## config.mk

```make
export PLATFORM = sky130hd
export DESIGN_NAME = write_back_unit
export DESIGN_NICKNAME = d
export VERILOG_FILES = /design/src/rtl/write_back_unit_pkg.sv /design/src/rtl/write_back_unit_load_align.sv /design/src/rtl/write_back_unit.sv
export SDC_FILE = /design/constraint.sdc
export NUM_CORES = 1
export LEC_CHECK = 0
export BUFFER_PORTS_ARGS = -buffer_cell sky130_fd_sc_hd__buf_2
export CAP_MARGIN = 20
export CORE_MARGIN = 10
export CORE_UTILIZATION = 49
export DETAILED_ROUTE_END_ITERATION = 8
export GPL_ROUTABILITY_DRIVEN = 1
export PLACE_DENSITY = 0.77
export SYNTH_ARGS = -nofsm -noshare
export SYNTH_HDL_FRONTEND = slang
export SYNTH_SLANG_ARGS = --single-unit
```

## constraint.sdc

```tcl
create_clock -name clk -period 1.8 [get_ports clk]
set_input_delay 0.18 -clock clk [delete_from_list [all_inputs] [get_ports clk]]
set_output_delay 0.18 -clock clk [all_outputs]
set_load 0.005 [all_outputs]
```

## src/rtl/write_back_unit_pkg.sv

```systemverilog
// Shared types for the write-back unit: kind codes,
// load width codes, FSM states and the capture bundle.
package write_back_unit_pkg;

  typedef enum logic [1:0] {
    KIND_ALU  = 2'b00,
    KIND_LOAD = 2'b01,
    KIND_LINK = 2'b10,
    KIND_NONE = 2'b11
  } wb_kind_e;

  localparam logic [2:0] F3_LB  = 3'b000;
  localparam logic [2:0] F3_LH  = 3'b001;
  localparam logic [2:0] F3_LW  = 3'b010;
  localparam logic [2:0] F3_LBU = 3'b100;
  localparam logic [2:0] F3_LHU = 3'b101;

  typedef enum logic [1:0] {
    S_IDLE     = 2'b00,
    S_WAIT_MEM = 2'b01,
    S_WRITE    = 2'b10
  } wb_state_e;

  typedef struct packed {
    logic [4:0]  rd;
    wb_kind_e    kind;
    logic [31:0] result;
    logic [31:0] pc4;
    logic [2:0]  funct3;
  } wb_cap_t;

endpackage

```

## src/rtl/write_back_unit_load_align.sv

```systemverilog
// Load data extraction: byte/half select by address,
// sign or zero extension by width code.
module load_align
  import write_back_unit_pkg::*;
(
  input  logic [2:0]  funct3,
  input  logic [1:0]  addr,
  input  logic [31:0] word,
  output logic [31:0] data
);

  logic [7:0]  b;
  logic [15:0] h;
  logic        is_b;
  logic        is_h;
  logic        sx;

  always_comb begin
    b    = word[{addr, 3'b000} +: 8];
    h    = addr[1] ? word[31:16] : word[15:0];
    is_b = (funct3 == F3_LB) || (funct3 == F3_LBU);
    is_h = (funct3 == F3_LH) || (funct3 == F3_LHU);
    sx   = (funct3 == F3_LB) || (funct3 == F3_LH);
    data = word;
    // anything not a byte/half code, LW included, passes the word
    unique case (1'b1)
      is_b:    data = {{24{sx & b[7]}}, b};
      is_h:    data = {{16{sx & h[15]}}, h};
      default: data = word;
    endcase
  end

endmodule

```

## src/rtl/write_back_unit.sv

```systemverilog
// Write-back stage: accepts ALU/LOAD/LINK results and drives
// the register-file write port, waiting on memory for loads.
module write_back_unit
  import write_back_unit_pkg::*;
#(
  parameter int TIMEOUT = 16
) (
  input  logic        clk,
  input  logic        reset,
  input  logic        wb_valid,
  output logic        wb_ready,
  input  logic [1:0]  wb_kind,
  input  logic [4:0]  wb_rd,
  input  logic [31:0] wb_result,
  input  logic [31:0] wb_pc4,
  input  logic [2:0]  wb_funct3,
  input  logic        mem_rvalid,
  input  logic [31:0] mem_rdata,
  output logic        RegWrite,
  output logic [4:0]  write_address,
  output logic [31:0] write_dataR,
  output logic [31:0] write_dataPC4,
  output logic        write_PC4,
  output logic        busy,
  output logic [4:0]  busy_rd,
  output logic        load_err
);

  localparam int TW = $clog2(TIMEOUT + 1);

  wb_state_e   state_q;
  wb_state_e   state_d;
  wb_cap_t     cap_q;
  logic [TW-1:0] timer_q;

  logic        accept;
  logic        wr_go;
  logic        tmr_clr;
  logic        tmr_inc;
  logic [4:0]  nx_rd;
  logic [31:0] nx_data;
  logic [31:0] nx_pc4;
  logic        nx_link;
  logic [31:0] ld_data;

  load_align u_align (
    .funct3 (cap_q.funct3),
    .addr   (cap_q.result[1:0]),
    .word   (mem_rdata),
    .data   (ld_data)
  );

  always_comb begin
    state_d  = state_q;
    accept   = 1'b0;
    wr_go    = 1'b0;
    tmr_clr  = 1'b0;
    tmr_inc  = 1'b0;
    load_err = 1'b0;
    unique case (state_q)
      S_IDLE: begin
        if (wb_valid) begin
          accept = 1'b1;
          if (wb_kind == KIND_LOAD) begin
            state_d = S_WAIT_MEM;
            tmr_clr = 1'b1;
          end else if (wb_kind != KIND_NONE) begin
            state_d = S_WRITE;
            wr_go   = 1'b1;
          end
        end
      end
      S_WAIT_MEM: begin
        if (mem_rvalid) begin
          state_d = S_WRITE;
          wr_go   = 1'b1;
        end else if (timer_q == TW'(TIMEOUT - 1)) begin
          state_d  = S_IDLE;
          load_err = 1'b1;
        end else begin
          tmr_inc = 1'b1;
        end
      end
      S_WRITE: state_d = S_IDLE;
      default: state_d = S_IDLE;
    endcase
  end

  // write-port values come straight from the request when
  // entering WRITE from IDLE, otherwise from the capture
  always_comb begin
    if (state_q == S_IDLE) begin
      nx_rd   = wb_rd;
      nx_data = wb_result;
      nx_pc4  = wb_pc4;
      nx_link = (wb_kind == KIND_LINK);
    end else begin
      nx_rd   = cap_q.rd;
      nx_data = (cap_q.kind == KIND_LOAD) ? ld_data
                                          : cap_q.result;
      nx_pc4  = cap_q.pc4;
      nx_link = (cap_q.kind == KIND_LINK);
    end
  end

  always_ff @(posedge clk or negedge reset) begin
    if (!reset) begin
      state_q       <= S_IDLE;
      cap_q         <= '0;
      timer_q       <= '0;
      RegWrite      <= 1'b0;
      write_PC4     <= 1'b0;
      write_address <= '0;
      write_dataR   <= '0;
      write_dataPC4 <= '0;
    end else begin
      state_q <= state_d;
      if (accept) begin
        cap_q.rd     <= wb_rd;
        cap_q.kind   <= wb_kind_e'(wb_kind);
        cap_q.result <= wb_result;
        cap_q.pc4    <= wb_pc4;
        cap_q.funct3 <= wb_funct3;
      end
      if (tmr_clr) begin
        timer_q <= '0;
      end else if (tmr_inc) begin
        timer_q <= timer_q + 1'b1;
      end
      RegWrite  <= wr_go && (nx_rd != 5'd0);
      write_PC4 <= wr_go && nx_link;
      if (wr_go) begin
        write_address <= nx_rd;
        write_dataR   <= nx_data;
        write_dataPC4 <= nx_pc4;
      end
    end
  end

  assign wb_ready = reset && (state_q == S_IDLE);
  assign busy     = ((state_q == S_WAIT_MEM) ||
                     (state_q == S_WRITE)) &&
                    (cap_q.rd != 5'd0);
  assign busy_rd  = cap_q.rd;

endmodule

```

# Word level (Yosys, flattened, before mapping)
# Cells that the tools add are included.
[classes]
addsub = 1
eq_ne = 14
shifts = 1
muxes = 31
bitwise_logic = 2
n_reduce_logical = 14
[ops]
columns = ["op", "count"]
rows = [
  ["$mux 32", 3],
  ["$pmux 32 s2", 1],
  ["$shiftx 32x6->8", 1],
  ["$mux 1", 16],
  ["$mux 16", 1],
  ["$mux 5", 3],
  ["$mux 2", 5],
  ["$reduce_bool 5->1", 2],
  ["$eq 2x1->1 const B", 3],
  ["$eq 2x2->1 const B", 3],
  ["$eq 3x3->1 const B", 2],
  ["$ne 3x3->1 const B", 2],
  ["$add 5x1->5 const B", 1],
  ["$eq 5x4->1 const B", 1],
  ["$logic_and 1x1->1", 4],
  ["$logic_or 1x1->1", 4],
  ["$ne 2x2->1 const B", 2],
  ["$pmux 2 s2", 1],
  ["$eq 3x1->1 const B", 1],
  ["$logic_not 3->1", 1],
  ["$reduce_and 3->1", 1],
  ["$and 1x1->1", 2],
  ["$logic_not 2->1", 1],
  ["$pmux 1 s2", 1],
  ["$reduce_bool 2->1", 1],
]
[totals]
register_bits = 152
inputBits = 110
out_inout_bits = 79
word_cells = 75

# Logic depth before layout (Yosys ltp)
[logic_depth]
word_depth = 6
depth_mapped = 10

# Cells and area by module
# From an unflattened synthesis, not the netlist that was laid out.
[unflattened]
cells_unflattened = 700
area_unflattened_um2 = 7795.0
[modules_own_cells]
columns = ["module", "n_inst", "cells_each", "area_per_inst_um2"]
rows = [
  ["write_back_unit", 1, 604, 7031.7],
  ["load_align", 1, 96, 763.2],
]

# Least setup slack after synthesis
# Ideal clock, no wire load.
[synth_path]
path_type = "reg-to-reg"
from = "reg timer_q[0]"
to = "reg timer_q[3]"
t_arrival_ns = 1.679
setup_slack_ns = -0.017
stages_incl_launch_ff = 8
period_less_slack_ns = 1.817
cell_sequence = "dfrtp_1 ha_1 and3_1 ha_1 nor3b_2 nand4_1 xor2_1 nor2_1"
[synth_via]
elab_chain_len = 5
[synth_rtl]
columns = ["item", "line_no", "rtl"]
rows = [
  ["start: declaration", "write_back_unit.sv:34", "logic [TW-1:0] timer_q;"],
  ["start signal: assignment", "write_back_unit.sv:128", "timer_q <= timer_q + 1'b1;"],
  ["branches (longest 5 deep; another with $add 5x1->5)", "-", ""],
]
# Several ways; the timed one is not identified. The select of a mux whose other input is x is not followed.
# A chain may end at the register's enable or synchronous reset.

# Worst setup path after layout
[layout_path]
from = "reg timer_q[1]"
to = "out load_err"
[layout_via]
elab_chain_len = 4
[layout_rtl]
columns = ["item", "line_no", "rtl"]
rows = [
  ["$eq 5x4->1", "write_back_unit.sv:77", "end else if (timer_q == TW'(TIMEOUT - 1)) begin"],
  ["$mux 1", "write_back_unit.sv:77", ""],
  ["$mux 1", "write_back_unit.sv:74", "if (mem_rvalid) begin"],
  ["$mux 1", "write_back_unit.sv:60", "unique case (state_q)"],
  ["end: declaration", "write_back_unit.sv:26", "output logic load_err"],
]
# No other way between the ends.

==> reports/summary.txt <==
status = complete, but fails checks
failing checks = setup timing
Compound-Gate Fraction of Synth Area = 0.172
Core Box Area = 15200 sq um
R2R Setup Slk = -20 ps
Worst Setup End Kind = primary output
max cap viols = 0
Routed Antenna Nets = 0
crit path DAT = 1670 ps
Area growth syn-to-layout = 32.6%
Layout Cells excl Fill = 1167
die height = 145 microns
setup ws final = -45.3 ps
min-delay src = wb_result[9]
yosys warns = 0
top cell type's share of synthesized area = 0.499
leakage power = 4.66 nW
Clock Pin Slew Worst Setup and Hold Paths = 60 ps
vias in the first global route = 6769
fin crit share = 1.03
top_reg_cell synth = dfrtp_1
fin. max-slew vios = 0
Root Buffer = clkbuf_16
CTS tree = built
DRT Pass-1 Iters = 6
# setup viols final = 5
hold path endpoint = cap_q[44]$_DFFE_PN0P_
register bit count reported by yosys = 152
CTS Buf Count = 17
CP Launch Type = flip-flop
crit path time final = 1850 ps
reg2reg path depth = 5
critical setup path kind = flip-flop to primary output
routed len/inst = 20.1 microns
Yosys top cell by area = dfrtp_1
Power Density = 1770 nW/um^2
DP Wirelength = 16.1 mm
Initial Utilization = 0.501
drt drc = 0
reg2reg end = write_dataR[1]$_DFFE_PN0P_
overall power = 17.8 mW
Mapped Cells = 735
later-pin clock latency in the skew report = 430 ps
NumNets Final = 1078
wire length of the first global-routing pass = 36.3 mm
achievable frequency = 542 MHz
total die area = 20900 sq um
DP Area = 8890 sq um
via count = 6752
number of distinct library cells after synthesis = 54
final cell utilization of the core = 0.664
number of I/O pins = 189
TritonCTS Sinks = 152
DR iter-0 viols = 674
Seq/Total Area, Yosys = 0.499
critical path peak fanout = 3
initial antenna violation count = 1
Adder-Cell Fraction of Synth Area = 0.00657
multiplexer area fraction after synthesis = 0.180
top cells by area, synth = dfrtp_1, mux2_2, o21ai_0
std cell rows = 45
Final Skew = 13.7 ps
WP data required = 1620 ps
CTS H-tree lvls = 4
total track usage = 0.222
total nets after synthesis = 849
Least-Margin Pin Slew = 468 ps
layout cell share with drive strength beyond 1 = 0.386
placer congestion estimate = 0.905
Design Area, Final = 10100 sq um
vias per cell = 5.79
largest family of logic cells by synthesized area = multiplexers
DIE WIDTH = 145 microns
simple-gate area share of the yosys netlist = 0.0931
Hold Crit Class = input pin to flip-flop
unrepaired setup endpoints after global routing = yes
Port-buffer cells = 188
reg2reg start = cap_q[1]$_DFFE_PN0P_
asr flop ratio synth = 1.00
Slew HR = 0.684
GR Overflow Total = 0
Synth Area in XOR/XNOR = 0.00345
Worst VDD drop = 1.10 mV
worst hold path depth = 2
placed cells = 1084
setup TNS = -103 ps
Syn Area/Cell = 10.4 sq um
mapped cell area = 7620 sq um
clk buf depth = 2
Final Hold Viols = 0
Post-synth EDFFs = 0
routed wire length = 23.5 mm
largest net degree at the start of global routing = 81
[cell usage in the layout, fill, tap and decap left out, types with 7 or more instances in the layout]
cell type	Yosys	routed
buf_4	5	32
buf_12	0	10
dfrtp_1	152	149
mux2_2	79	79
nor2b_1	11	10
mux2i_1	44	44
a221oi_1	8	8
o21ai_0	94	92
nor2_1	31	29
clkbuf_16	0	18
a21oi_1	44	43
nand2_1	91	91
inv_1	12	7
dlygate4sd3_1	0	37
buf_2	31	187
o21ai_1	12	13
o211ai_1	21	21
[routing by layer]
layer,vias up,track usage,part of all wire
li1,3120,-,-
met3,64,0.0844,0.12
met5,-,0,0
met2,377,0.353,0.47
met1,3191,0.271,0.38
met4,0,0.0755,0.023
[critical path, stage by stage (launching register included)]
cell     delay (ps)
dfrtp_1         360
ha_2            180
and3_4          190
ha_4            130
inv_2            50
nor3b_2         190
buf_2           150
[sequential cells by signal, summed over array words and instances, names as in the netlist]
name and count:
state_q 2, RegWrite 1, write_address 5, busy_rd 5, write_PC4 1, write_dataPC4 32, cap_q 69, write_dataR 32
timer_q 5
[synthesized netlist by cell type, types with 2 or more instances]
cell type and count:
clkbuf_1 20, nand2b_1 2, nand2_1 91, nor3_1 2, a211oi_1 6, a31oi_1 5
mux2_2 79, o22ai_1 6, buf_2 31, o221ai_1 3, o21a_1 2, inv_1 12
ha_1 4, buf_6 2, a22o_1 3, nand3_1 2, buf_1 3, nor2b_1 11
o32ai_1 2, dfrtp_1 152, o31ai_1 2, nor3b_1 3, a22oi_1 5, a221oi_1 8
mux2i_1 44, nor2_1 31, o21ai_0 94, o211ai_1 21, buf_4 5, o2bb2ai_1 2
nor4_1 4, a21oi_1 44, xor2_1 2, o21ai_1 12
[power breakdown]
group | internal, mW | switching [mW] | total [mW]
Combinational | 3.88 | 4.25 | 8.13
Sequential | 5.08 | 0.996 | 6.07
Clock | 2.05 | 1.59 | 3.64
Total | 11.0 | 6.84 | 17.8
[metrics by stage]
stage	hold WS [ps]	setup slack [ps]
floorplan	-116	50.2
global placement	41.2	73.4
detailed placement	43.6	16.2
CTS	0.457	-75.3
global route	-4.55	-136
finish	2.71	-45.3
[layout make-up]
class                           instances  area [sq um]
Antenna cell                            2          5.00
Clock buffer                           19           453
Clock inverter                         13           151
Fill cell                            1159          5100
Inverter                               12          52.6
Multi-Input combinational cell        510          3580
Sequential cell                       152          3810
Tap cell                              188           235
Timing Repair Buffer                  271          1820
[logic make-up (layout without fill, tap and decap cells)]
family / count (synthesis) / in the layout
fa+ha+maj: 4 / 4
buf+inv: 73 / 315
mux: 125 / 125
other cells: 0 / 2
compound gates: 220 / 220
simple gates: 158 / 158
xor+xnor: 3 / 3
flops: 152 / 152
[worst max-delay path by stage]
| stage | start | endpoint | slack (ps) | depth (start not counted) |
|---|---|---|---|---|
| final | timer_q[1]$_DFFE_PN0P_ | load_err | -50 | 6 |
| after detailed placement | cap_q[36]$_DFFE_PN0P_ | write_dataR[17]$_DFFE_PN0P_ | 20 | 5 |
| after CTS | busy_rd[1]$_DFFE_PN0P_ | busy | -80 | 4 |
| after global placement | timer_q[1]$_DFFE_PN0P_ | timer_q[3]$_DFFE_PN0P_ | 70 | 7 |
| after floorplan | timer_q[0]$_DFFE_PN0P_ | timer_q[3]$_DFFE_PN0P_ | 50 | 7 |
| after global routing | timer_q[1]$_DFFE_PN0P_ | timer_q[3]$_DFFE_PN0P_ | -140 | 8 |
[what timing repair did]
item / 4_1_cts / 5_1_grt
gates resized for setup: 12 / 21
endpoints found under the setup margin: 5 / 25
pin swaps: 4 / 6
buffers inserted: 6 / 5
cloned: 0 / 1
hold buffers: 37 / 0
hold endpoints to repair: 187 / 0
(Power assumes the default switching activity.)
